==> src/rtl/game_2048_ps2_input_pkg.sv <==
// Shared constants and decode helpers for the 2048 PS/2 input front-end.
// Latency: none (package only: constants, types and pure functions).
// Backpressure: n/a.
package game_2048_pkg;

  // Move directions as understood by the board core
  localparam logic [1:0] DIR_UP    = 2'd0;
  localparam logic [1:0] DIR_LEFT  = 2'd1;
  localparam logic [1:0] DIR_DOWN  = 2'd2;
  localparam logic [1:0] DIR_RIGHT = 2'd3;

  // Scan-code set 2 prefixes and key codes
  localparam logic [7:0] SC_EXT   = 8'hE0;
  localparam logic [7:0] SC_BRK   = 8'hF0;
  localparam logic [7:0] SC_UP    = 8'h75;
  localparam logic [7:0] SC_LEFT  = 8'h6B;
  localparam logic [7:0] SC_DOWN  = 8'h72;
  localparam logic [7:0] SC_RIGHT = 8'h74;
  localparam logic [7:0] SC_W     = 8'h1D;
  localparam logic [7:0] SC_A     = 8'h1C;
  localparam logic [7:0] SC_S     = 8'h1B;
  localparam logic [7:0] SC_D     = 8'h23;

  // A decoded move candidate
  typedef struct packed {
    logic       vld;
    logic [1:0] dir;
  } move_t;

  // Extended (E0-prefixed) arrow keys
  function automatic move_t map_arrow(input logic [7:0] code);
    move_t m;
    m.vld = 1'b1;
    m.dir = DIR_UP;
    case (code)
      SC_UP:    m.dir = DIR_UP;
      SC_LEFT:  m.dir = DIR_LEFT;
      SC_DOWN:  m.dir = DIR_DOWN;
      SC_RIGHT: m.dir = DIR_RIGHT;
      default:  m.vld = 1'b0;
    endcase
    return m;
  endfunction

  // Plain (non-extended) W/A/S/D keys
  function automatic move_t map_wasd(input logic [7:0] code);
    move_t m;
    m.vld = 1'b1;
    m.dir = DIR_UP;
    case (code)
      SC_W:    m.dir = DIR_UP;
      SC_A:    m.dir = DIR_LEFT;
      SC_S:    m.dir = DIR_DOWN;
      SC_D:    m.dir = DIR_RIGHT;
      default: m.vld = 1'b0;
    endcase
    return m;
  endfunction

endpackage

==> src/rtl/game_2048_ps2_input_if.sv <==
// Pin-side and core-side signals of the 2048 PS/2 input front-end.
// Latency: none (wiring only).
// Backpressure: none; move requests are fire-and-forget pulses.
interface game_2048_ps2_input_if;
  logic       ps2_clk;
  logic       ps2_data;
  logic       move_valid;
  logic [1:0] move_dir;
  logic       frame_err;

  // Keyboard/core side: drives the PS/2 pins, consumes move requests
  modport master (
    output ps2_clk, ps2_data,
    input  move_valid, move_dir, frame_err
  );

  // Front-end side
  modport slave (
    input  ps2_clk, ps2_data,
    output move_valid, move_dir, frame_err
  );
endinterface

==> src/rtl/game_2048_ps2_input_frame_rx.sv <==
// PS/2 frame receiver: 2-FF synchronizers, falling-edge detect, 11-bit frame FSM, timeout.
// Latency: byte_strobe_o/frame_err_o registered 2 clk after the edge that first samples ps2_clk low.
// Backpressure: none; the keyboard cannot be stalled, bytes are strobed for one cycle.
module ps2_frame_rx
  import game_2048_pkg::*;
#(
  parameter int TIMEOUT_CYCLES = 50000
) (
  input  logic       clk,
  input  logic       reset_n,
  input  logic       ps2_clk_i,
  input  logic       ps2_data_i,
  output logic       byte_strobe_o,
  output logic [7:0] byte_data_o,
  output logic       frame_err_o
);

  localparam int CW = $clog2(TIMEOUT_CYCLES + 1);

  localparam logic [1:0] RX_IDLE   = 2'd0;
  localparam logic [1:0] RX_DATA   = 2'd1;
  localparam logic [1:0] RX_PARITY = 2'd2;
  localparam logic [1:0] RX_STOP   = 2'd3;

  logic          clk_s1_q, clk_s2_q, clk_dly_q;
  logic          dat_s1_q, dat_s2_q;
  logic [1:0]    state_q, state_d;
  logic [2:0]    bit_cnt_q, bit_cnt_d;
  logic [7:0]    shift_q, shift_d;
  logic          par_ok_q, par_ok_d;
  logic [CW-1:0] idle_cnt_q, idle_cnt_d;
  logic          strobe_q, strobe_d;
  logic [7:0]    data_q, data_d;
  logic          err_q, err_d;
  logic          fall;
  logic          timeout;

  // Synchronize both pins; lines idle high so reset them to 1 to avoid a fake edge
  always_ff @(posedge clk or negedge reset_n) begin
    if (!reset_n) begin
      clk_s1_q  <= 1'b1;
      clk_s2_q  <= 1'b1;
      clk_dly_q <= 1'b1;
      dat_s1_q  <= 1'b1;
      dat_s2_q  <= 1'b1;
    end else begin
      clk_s1_q  <= ps2_clk_i;
      clk_s2_q  <= clk_s1_q;
      clk_dly_q <= clk_s2_q;
      dat_s1_q  <= ps2_data_i;
      dat_s2_q  <= dat_s1_q;
    end
  end

  assign fall    = clk_dly_q & ~clk_s2_q;
  assign timeout = (state_q != RX_IDLE) && !fall &&
                   (idle_cnt_q == CW'(TIMEOUT_CYCLES - 1));

  // Frame FSM next state: one step per falling edge, timeout abandons a partial frame
  always_comb begin
    state_d   = state_q;
    bit_cnt_d = bit_cnt_q;
    shift_d   = shift_q;
    par_ok_d  = par_ok_q;
    data_d    = data_q;
    strobe_d  = 1'b0;
    err_d     = 1'b0;

    if (state_q == RX_IDLE || fall) idle_cnt_d = '0;
    else                            idle_cnt_d = idle_cnt_q + CW'(1);

    if (timeout) begin
      state_d    = RX_IDLE;
      err_d      = 1'b1;
      idle_cnt_d = '0;
    end else if (fall) begin
      case (state_q)
        RX_IDLE: begin
          // A high data line here is line noise, not a start bit; ignore silently
          if (!dat_s2_q) begin
            state_d   = RX_DATA;
            bit_cnt_d = 3'd0;
          end
        end
        RX_DATA: begin
          shift_d   = {dat_s2_q, shift_q[7:1]};
          bit_cnt_d = bit_cnt_q + 3'd1;
          if (bit_cnt_q == 3'd7) state_d = RX_PARITY;
        end
        RX_PARITY: begin
          par_ok_d = ^{dat_s2_q, shift_q};
          state_d  = RX_STOP;
        end
        default: begin
          if (dat_s2_q && par_ok_q) begin
            strobe_d = 1'b1;
            data_d   = shift_q;
          end else begin
            err_d = 1'b1;
          end
          state_d = RX_IDLE;
        end
      endcase
    end
  end

  // Frame FSM state registers
  always_ff @(posedge clk or negedge reset_n) begin
    if (!reset_n) begin
      state_q    <= RX_IDLE;
      bit_cnt_q  <= 3'd0;
      shift_q    <= 8'd0;
      par_ok_q   <= 1'b0;
      idle_cnt_q <= '0;
      strobe_q   <= 1'b0;
      data_q     <= 8'd0;
      err_q      <= 1'b0;
    end else begin
      state_q    <= state_d;
      bit_cnt_q  <= bit_cnt_d;
      shift_q    <= shift_d;
      par_ok_q   <= par_ok_d;
      idle_cnt_q <= idle_cnt_d;
      strobe_q   <= strobe_d;
      data_q     <= data_d;
      err_q      <= err_d;
    end
  end

  assign byte_strobe_o = strobe_q;
  assign byte_data_o   = data_q;
  assign frame_err_o   = err_q;

endmodule

==> src/rtl/game_2048_ps2_input.sv <==
// 2048 input front-end: PS/2 bytes -> arrow-key move pulses; optional W/A/S/D via GAME_2048_PS2_WASD_EN.
// Latency: move_valid registered 1 clk after byte_strobe (3 clk after stop bit first sampled low).
// Backpressure: none; moves inside the holdoff window are dropped, never queued.
module game_2048_ps2_input
  import game_2048_pkg::*;
#(
  parameter int TIMEOUT_CYCLES = 50000,
  parameter int HOLDOFF_CYCLES = 4     // keep >= 3: the board core needs 3 cycles per move
) (
  input  logic                  clk,
  input  logic                  reset_n,
  game_2048_ps2_input_if.slave  ps2
);

  localparam int HW = $clog2(HOLDOFF_CYCLES + 1);

  logic          rx_strobe;
  logic [7:0]    rx_data;
  logic          rx_err;
  logic          ext_q, ext_d;
  logic          brk_q, brk_d;
  move_t         dec;
  logic          move_valid_q, move_valid_d;
  logic [1:0]    move_dir_q, move_dir_d;
  logic [HW-1:0] hold_q, hold_d;

  ps2_frame_rx #(
    .TIMEOUT_CYCLES (TIMEOUT_CYCLES)
  ) u_rx (
    .clk           (clk),
    .reset_n       (reset_n),
    .ps2_clk_i     (ps2.ps2_clk),
    .ps2_data_i    (ps2.ps2_data),
    .byte_strobe_o (rx_strobe),
    .byte_data_o   (rx_data),
    .frame_err_o   (rx_err)
  );

  // Scan decoder: track E0/F0 prefixes, turn the final byte of a sequence into a move
  always_comb begin
    ext_d = ext_q;
    brk_d = brk_q;
    dec   = '0;
    if (rx_err) begin
      // A corrupted byte may have been a prefix or the key itself; start over
      ext_d = 1'b0;
      brk_d = 1'b0;
    end else if (rx_strobe) begin
      if (rx_data == SC_EXT) begin
        ext_d = 1'b1;
      end else if (rx_data == SC_BRK) begin
        brk_d = 1'b1;
      end else begin
        if (!brk_q) begin
          if (ext_q) begin
            dec = map_arrow(rx_data);
          end else begin
`ifdef GAME_2048_PS2_WASD_EN
            dec = map_wasd(rx_data);
`else
            dec = '0;
`endif
          end
        end
        ext_d = 1'b0;
        brk_d = 1'b0;
      end
    end
  end

  // Holdoff: accept a move only when the registered counter is already zero
  always_comb begin
    move_valid_d = 1'b0;
    move_dir_d   = move_dir_q;
    hold_d       = (hold_q != '0) ? hold_q - HW'(1) : '0;
    if (dec.vld && hold_q == '0) begin
      move_valid_d = 1'b1;
      move_dir_d   = dec.dir;
      hold_d       = HW'(HOLDOFF_CYCLES);
    end
  end

  // Decoder flags, holdoff counter and registered outputs
  always_ff @(posedge clk or negedge reset_n) begin
    if (!reset_n) begin
      ext_q        <= 1'b0;
      brk_q        <= 1'b0;
      move_valid_q <= 1'b0;
      move_dir_q   <= DIR_UP;
      hold_q       <= '0;
    end else begin
      ext_q        <= ext_d;
      brk_q        <= brk_d;
      move_valid_q <= move_valid_d;
      move_dir_q   <= move_dir_d;
      hold_q       <= hold_d;
    end
  end

  assign ps2.move_valid = move_valid_q;
  assign ps2.move_dir   = move_dir_q;
  assign ps2.frame_err  = rx_err;

endmodule

==> src/flat_wrapper.sv <==
// flat-port wrapper written by rule: the top's interface ports become plain ports
module game_2048_ps2_input_flat import game_2048_pkg::*;
#(
  parameter int TIMEOUT_CYCLES = 50000,
  parameter int HOLDOFF_CYCLES = 4                                                         
)
  (clk, reset_n, ps2_ps2_clk, ps2_ps2_data, ps2_move_valid, ps2_move_dir, ps2_frame_err);
  game_2048_ps2_input_if ps2_i ();
  input  logic clk;
  input  logic reset_n;
  input wire logic [$bits(ps2_i.ps2_clk)-1:0] ps2_ps2_clk;
  input wire logic [$bits(ps2_i.ps2_data)-1:0] ps2_ps2_data;
  output wire logic [$bits(ps2_i.move_valid)-1:0] ps2_move_valid;
  output wire logic [$bits(ps2_i.move_dir)-1:0] ps2_move_dir;
  output wire logic [$bits(ps2_i.frame_err)-1:0] ps2_frame_err;
  assign ps2_i.ps2_clk = ps2_ps2_clk;
  assign ps2_i.ps2_data = ps2_ps2_data;
  assign ps2_move_valid = ps2_i.move_valid;
  assign ps2_move_dir = ps2_i.move_dir;
  assign ps2_frame_err = ps2_i.frame_err;
  game_2048_ps2_input #(.TIMEOUT_CYCLES(TIMEOUT_CYCLES), .HOLDOFF_CYCLES(HOLDOFF_CYCLES)) u_core (.clk(clk), .reset_n(reset_n), .ps2(ps2_i));
endmodule
==> config.mk <==
export PLATFORM = sky130hd
export DESIGN_NAME = game_2048_ps2_input_flat
export DESIGN_NICKNAME = d
export VERILOG_FILES = /design/src/rtl/game_2048_ps2_input_pkg.sv /design/src/rtl/game_2048_ps2_input_if.sv /design/src/rtl/game_2048_ps2_input_frame_rx.sv /design/src/rtl/game_2048_ps2_input.sv /design/src/flat_wrapper.sv
export SDC_FILE = /design/constraint.sdc
export NUM_CORES = 1
export LEC_CHECK = 0
export BUFFER_PORTS_ARGS = -buffer_cell sky130_fd_sc_hd__buf_2
export CAP_MARGIN = 20
export CORE_AREA = 2 2 70 72
export CTS_BUF_LIST = sky130_fd_sc_hd__clkbuf_8
export CTS_CLUSTER_DIAMETER = 30
export DETAILED_ROUTE_END_ITERATION = 7
export DIE_AREA = 0 0 72 74
export PLACE_DENSITY = 0.78
export SLEW_MARGIN = 20
export SYNTH_ARGS = -nofsm -noshare
export SYNTH_HDL_FRONTEND = slang
export SYNTH_SLANG_ARGS = --single-unit
==> constraint.sdc <==
create_clock -name clk -period 2.4 [get_ports clk]
set_input_delay 0.12 -clock clk [delete_from_list [all_inputs] [get_ports clk]]
set_output_delay 0.12 -clock clk [all_outputs]
set_load 0.01 [all_outputs]
==> impl_metrics.toml <==
[critical_path]
worst_ep_required_time_ns = 2.59
regToRegSetupSlack_ns = 0.29
r2r-end = "u_core.u_rx.idle_cnt_q[6]$_DFF_PN0_"
crit_path_max_fanout = 15
worst-endpoint-arrival_ns = 2.30
crit_chain = "or4_1 -> or4_4 -> o21ai_4 -> nor2_1"
timing.setup.critical_path_class = "reg -> reg"
worst_path_max_delay_cell = "sky130_fd_sc_hd__or4_4"
critical_path.reg2reg.startpoint = "u_core.u_rx.idle_cnt_q[4]$_DFF_PN0_"
sum_of_buffers_and_inverters_on_the_critical_path = 0
worstSetupStartpointType = "register"
depth_of_the_worst_register_to_register_path = 4
setup.worst_path.end_class = "register"
path_delay_family = "simple AND/OR/NAND/NOR gates"
worst_path_largest_cell_delay_ns = 0.56

[cts]
post-cts-setup-buffers = 0
tritoncts_num_sinks = 53
root_buffer = "sky130_fd_sc_hd__clkbuf_8"
cts_tree = "built"
clk_transition_reported_paths_ns = 0.09
tritoncts.num_buffers = 5
ctsHtreeMaxLevel = 2
clock_insertion_delay_worst_skew_ns = 0.31
cts_max_path_buffers = 2

[timing]
slew_violations = 0
finalSetupViolations = 0
timing.setup.tns_ns = 0
fin_skew_ns = 0.00319
grt_setup_unrepaired = "false"
max-slew-margin-rel = 0.571
timing_hold_violations_final = 0
final_period_utilization = 0.881
worst-slew-pin-transition_ns = 0.644
achievable-frequency_ghz = 0.473
layout_min_cycle_time_ns = 2.11

[finish]
finalNetCount = 246
antenna-diode-count = 0
post_route_cells_drive_above_1_share = 0.196
layout-area-overhead-vs-synth_pct = 8.76
final_design_area_no_fill_sq_um = 2730

[drt]
routed_wl_mm = 3.99
remaining_drc_errors = 0
wire_per_inst_um = 13.8
drt_iter0_drc = 73
dr_total_vias = 1639
vias_per_cell = 5.67
detail_route.first_pass.iterations = 4
final_antenna_net_count = 0

[min_path]
hold_path_class = "reg -> reg"
hold_start = "u_core.u_rx.dat_s1_q$_DFF_PN1_"
min_path_cells = 0
hold_end = "u_core.u_rx.dat_s2_q$_DFF_PN1_"

[yosys]
netlist_area_sq_um = 2510
post-synth-top-area-fraction = 0.478
synthesis.instances = 222
synth_common_cells = "sky130_fd_sc_hd__dfrtp_1 (48), sky130_fd_sc_hd__nand2_1 (22), sky130_fd_sc_hd__nor2_1 (17)"
mappedNetlistNets = 234
synth_async_sr_flop_share = 1.00
synth_area_leader_cell = "sky130_fd_sc_hd__dfrtp_1"
ys.warnings.count = 0
mean_post_synth_cell_area_sq_um = 11.3
number_of_synthesized_flops_with_an_enable_pin = 0
synthMostInstantiatedCell = "sky130_fd_sc_hd__dfrtp_1"
synth_top_flop_cell = "sky130_fd_sc_hd__dfrtp_1"
synth.ff_latch_count = 53
synthTopCellsByArea = "sky130_fd_sc_hd__dfrtp_1 (48%), sky130_fd_sc_hd__mux2_2 (6.7%), sky130_fd_sc_hd__dfstp_2 (5.2%)"
synth_cell_type_count = 44
ys_seq_area_frac = 0.530

[placement]
place.detailed.hpwl_mm = 2.75
place.gp.congestion = 0.801
placed_cell_area_sq_um = 2580
io_buffers = 7

[grt]
grt.met2_usage = 0.296
grt_overflow = 0
gr-usage-met3 = 0.0447
grt_first_pass_wirelength_mm = 7.02
pin_count_of_the_biggest_net_entering_global_routing = 54
antenna_found_initial = 0
global_route.usage.total = 0.169
grt.busiest_layer = "met2"
use_met1 = 0.202
first_global_vias = 1607

[run_status]
status = "complete, no violations"

[floorplanning]
die_area_sq_um = 5330
rows = 25
die_height_um = 74
die_x_um = 72
floorplan.initialDensity = 0.546
core_region_area_sq_um = 4600
floorplan.io_pins = 8

[pwr]
p_leak_nw = 1.24
power.ir.vdd_worst_v = 0.000556
power-per-cell-area_nw_per_um2 = 886

[job]
maxCapViolations = 0
[cell families after synthesis]
| group | synth area share |
|---|---|
| compound gates | 0.0877 |
| xor+xnor | 0.0717 |
| fa+ha+maj | 0.0398 |
| buf+inv | 0.0279 |
| flops | 0.530 |
| mux | 0.0672 |
| simple gates | 0.175 |
[sequential cells by signal, indices dropped and copies added, names as in the netlist]
name                       count
u_core.u_rx.state_q            2
u_core.u_rx.frame_err_o        1
u_core.u_rx.idle_cnt_q        16
u_core.u_rx.clk_dly_q          1
u_core.u_rx.par_ok_q           1
u_core.u_rx.bit_cnt_q          3
u_core.u_rx.shift_q            8
u_core.u_rx.byte_data_o        8
u_core.u_rx.dat_s2_q           1
u_core.u_rx.dat_s1_q           1
u_core.ps2.move_dir            2
u_core.ext_q                   1
u_core.brk_q                   1
u_core.u_rx.clk_s1_q           1
u_core.u_rx.clk_s2_q           1
u_core.ps2.move_valid          1
u_core.hold_q                  3
u_core.u_rx.byte_strobe_o      1
[what timing repair did]
| action | 4_1_cts | 5_1_grt |
|---|---|---|
| gates resized for setup | 0 | 0 |
| hold buffers | 3 | 0 |
| hold endpoints to repair | 50 | 0 |
[worst max path at each step]
stage	slack, ns	startpoint	cells after the start	endpoint
2_1_floorplan	0.44	u_core.u_rx.idle_cnt_q[4]$_DFF_PN0_	5	u_core.u_rx.idle_cnt_q[10]$_DFF_PN0_
3_3_place_gp	0.35	u_core.u_rx.idle_cnt_q[4]$_DFF_PN0_	4	u_core.u_rx.idle_cnt_q[7]$_DFF_PN0_
3_5_place_dp	0.27	u_core.u_rx.idle_cnt_q[4]$_DFF_PN0_	4	u_core.u_rx.idle_cnt_q[6]$_DFF_PN0_
4_1_cts	0.27	u_core.u_rx.idle_cnt_q[4]$_DFF_PN0_	4	u_core.u_rx.idle_cnt_q[6]$_DFF_PN0_
5_1_grt	0.20	u_core.u_rx.idle_cnt_q[4]$_DFF_PN0_	4	u_core.u_rx.idle_cnt_q[12]$_DFF_PN0_
6_report	0.29	u_core.u_rx.idle_cnt_q[4]$_DFF_PN0_	4	u_core.u_rx.idle_cnt_q[6]$_DFF_PN0_
[cells in the final DEF, fill, tap and decap left out, drive strengths merged, types with 3 or more instances in the layout]
| cell | n |
|---|---|
| a21oi | 6 |
| and3 | 4 |
| and4 | 3 |
| buf | 8 |
| clkbuf | 6 |
| dfrtp | 48 |
| dfstp | 5 |
| dlygate4sd3 | 3 |
| ha | 8 |
| inv | 8 |
| mux2 | 15 |
| nand2 | 22 |
| nand2b | 4 |
| nand3 | 7 |
| nand4 | 5 |
| nor2 | 17 |
| nor3 | 3 |
| nor4 | 3 |
| o21ai | 12 |
| o221ai | 3 |
| or3 | 4 |
| xnor2 | 8 |
| xor2 | 10 |
[final cells by class]
class                           count  area (sq um)
Inverter                            8          30.0
Sequential cell                    53          1330
Clock buffer                        6          82.6
Fill cell                         377          1870
Multi-Input combinational cell    155          1110
Tap cell                           54          67.6
Clock inverter                      2          37.5
Timing Repair Buffer               11          72.6
[power by group]
| group | switching, mW | total (mW) | internal (mW) | leakage [nW] |
|---|---|---|---|---|
| clock | 0.294 | 0.634 | 0.339 | 0.0574 |
| sequential | 0.143 | 1.18 | 1.04 | 0.703 |
| combinational | 0.297 | 0.608 | 0.310 | 0.485 |
[metrics by stage]
stage | setup WS, ns | hold slack (ns) | instances | util | total power, mW
global placement | 0.351 | 0.226 | 278 | 0.562 | 1.78
finish | 0.286 | 0.360 | 289 | 0.594 | 2.42
CTS | 0.275 | 0.362 | 289 | 0.594 | 2.45
global route | 0.200 | 0.368 | 289 | 0.594 | 2.58
floorplan | 0.444 | -0.176 | 222 | - | 1.70
detailed placement | 0.271 | 0.227 | 278 | 0.562 | 1.81
[per-layer routing]
layer  up-vias  wire length [um]  part of all wire
met4         0                65             0.016
li1        807                 -                 -
met5         -                 0                 0
met2        18              1960              0.49
met3         8               114             0.029
met1       806              1840              0.46
(Power assumes the default switching activity.)
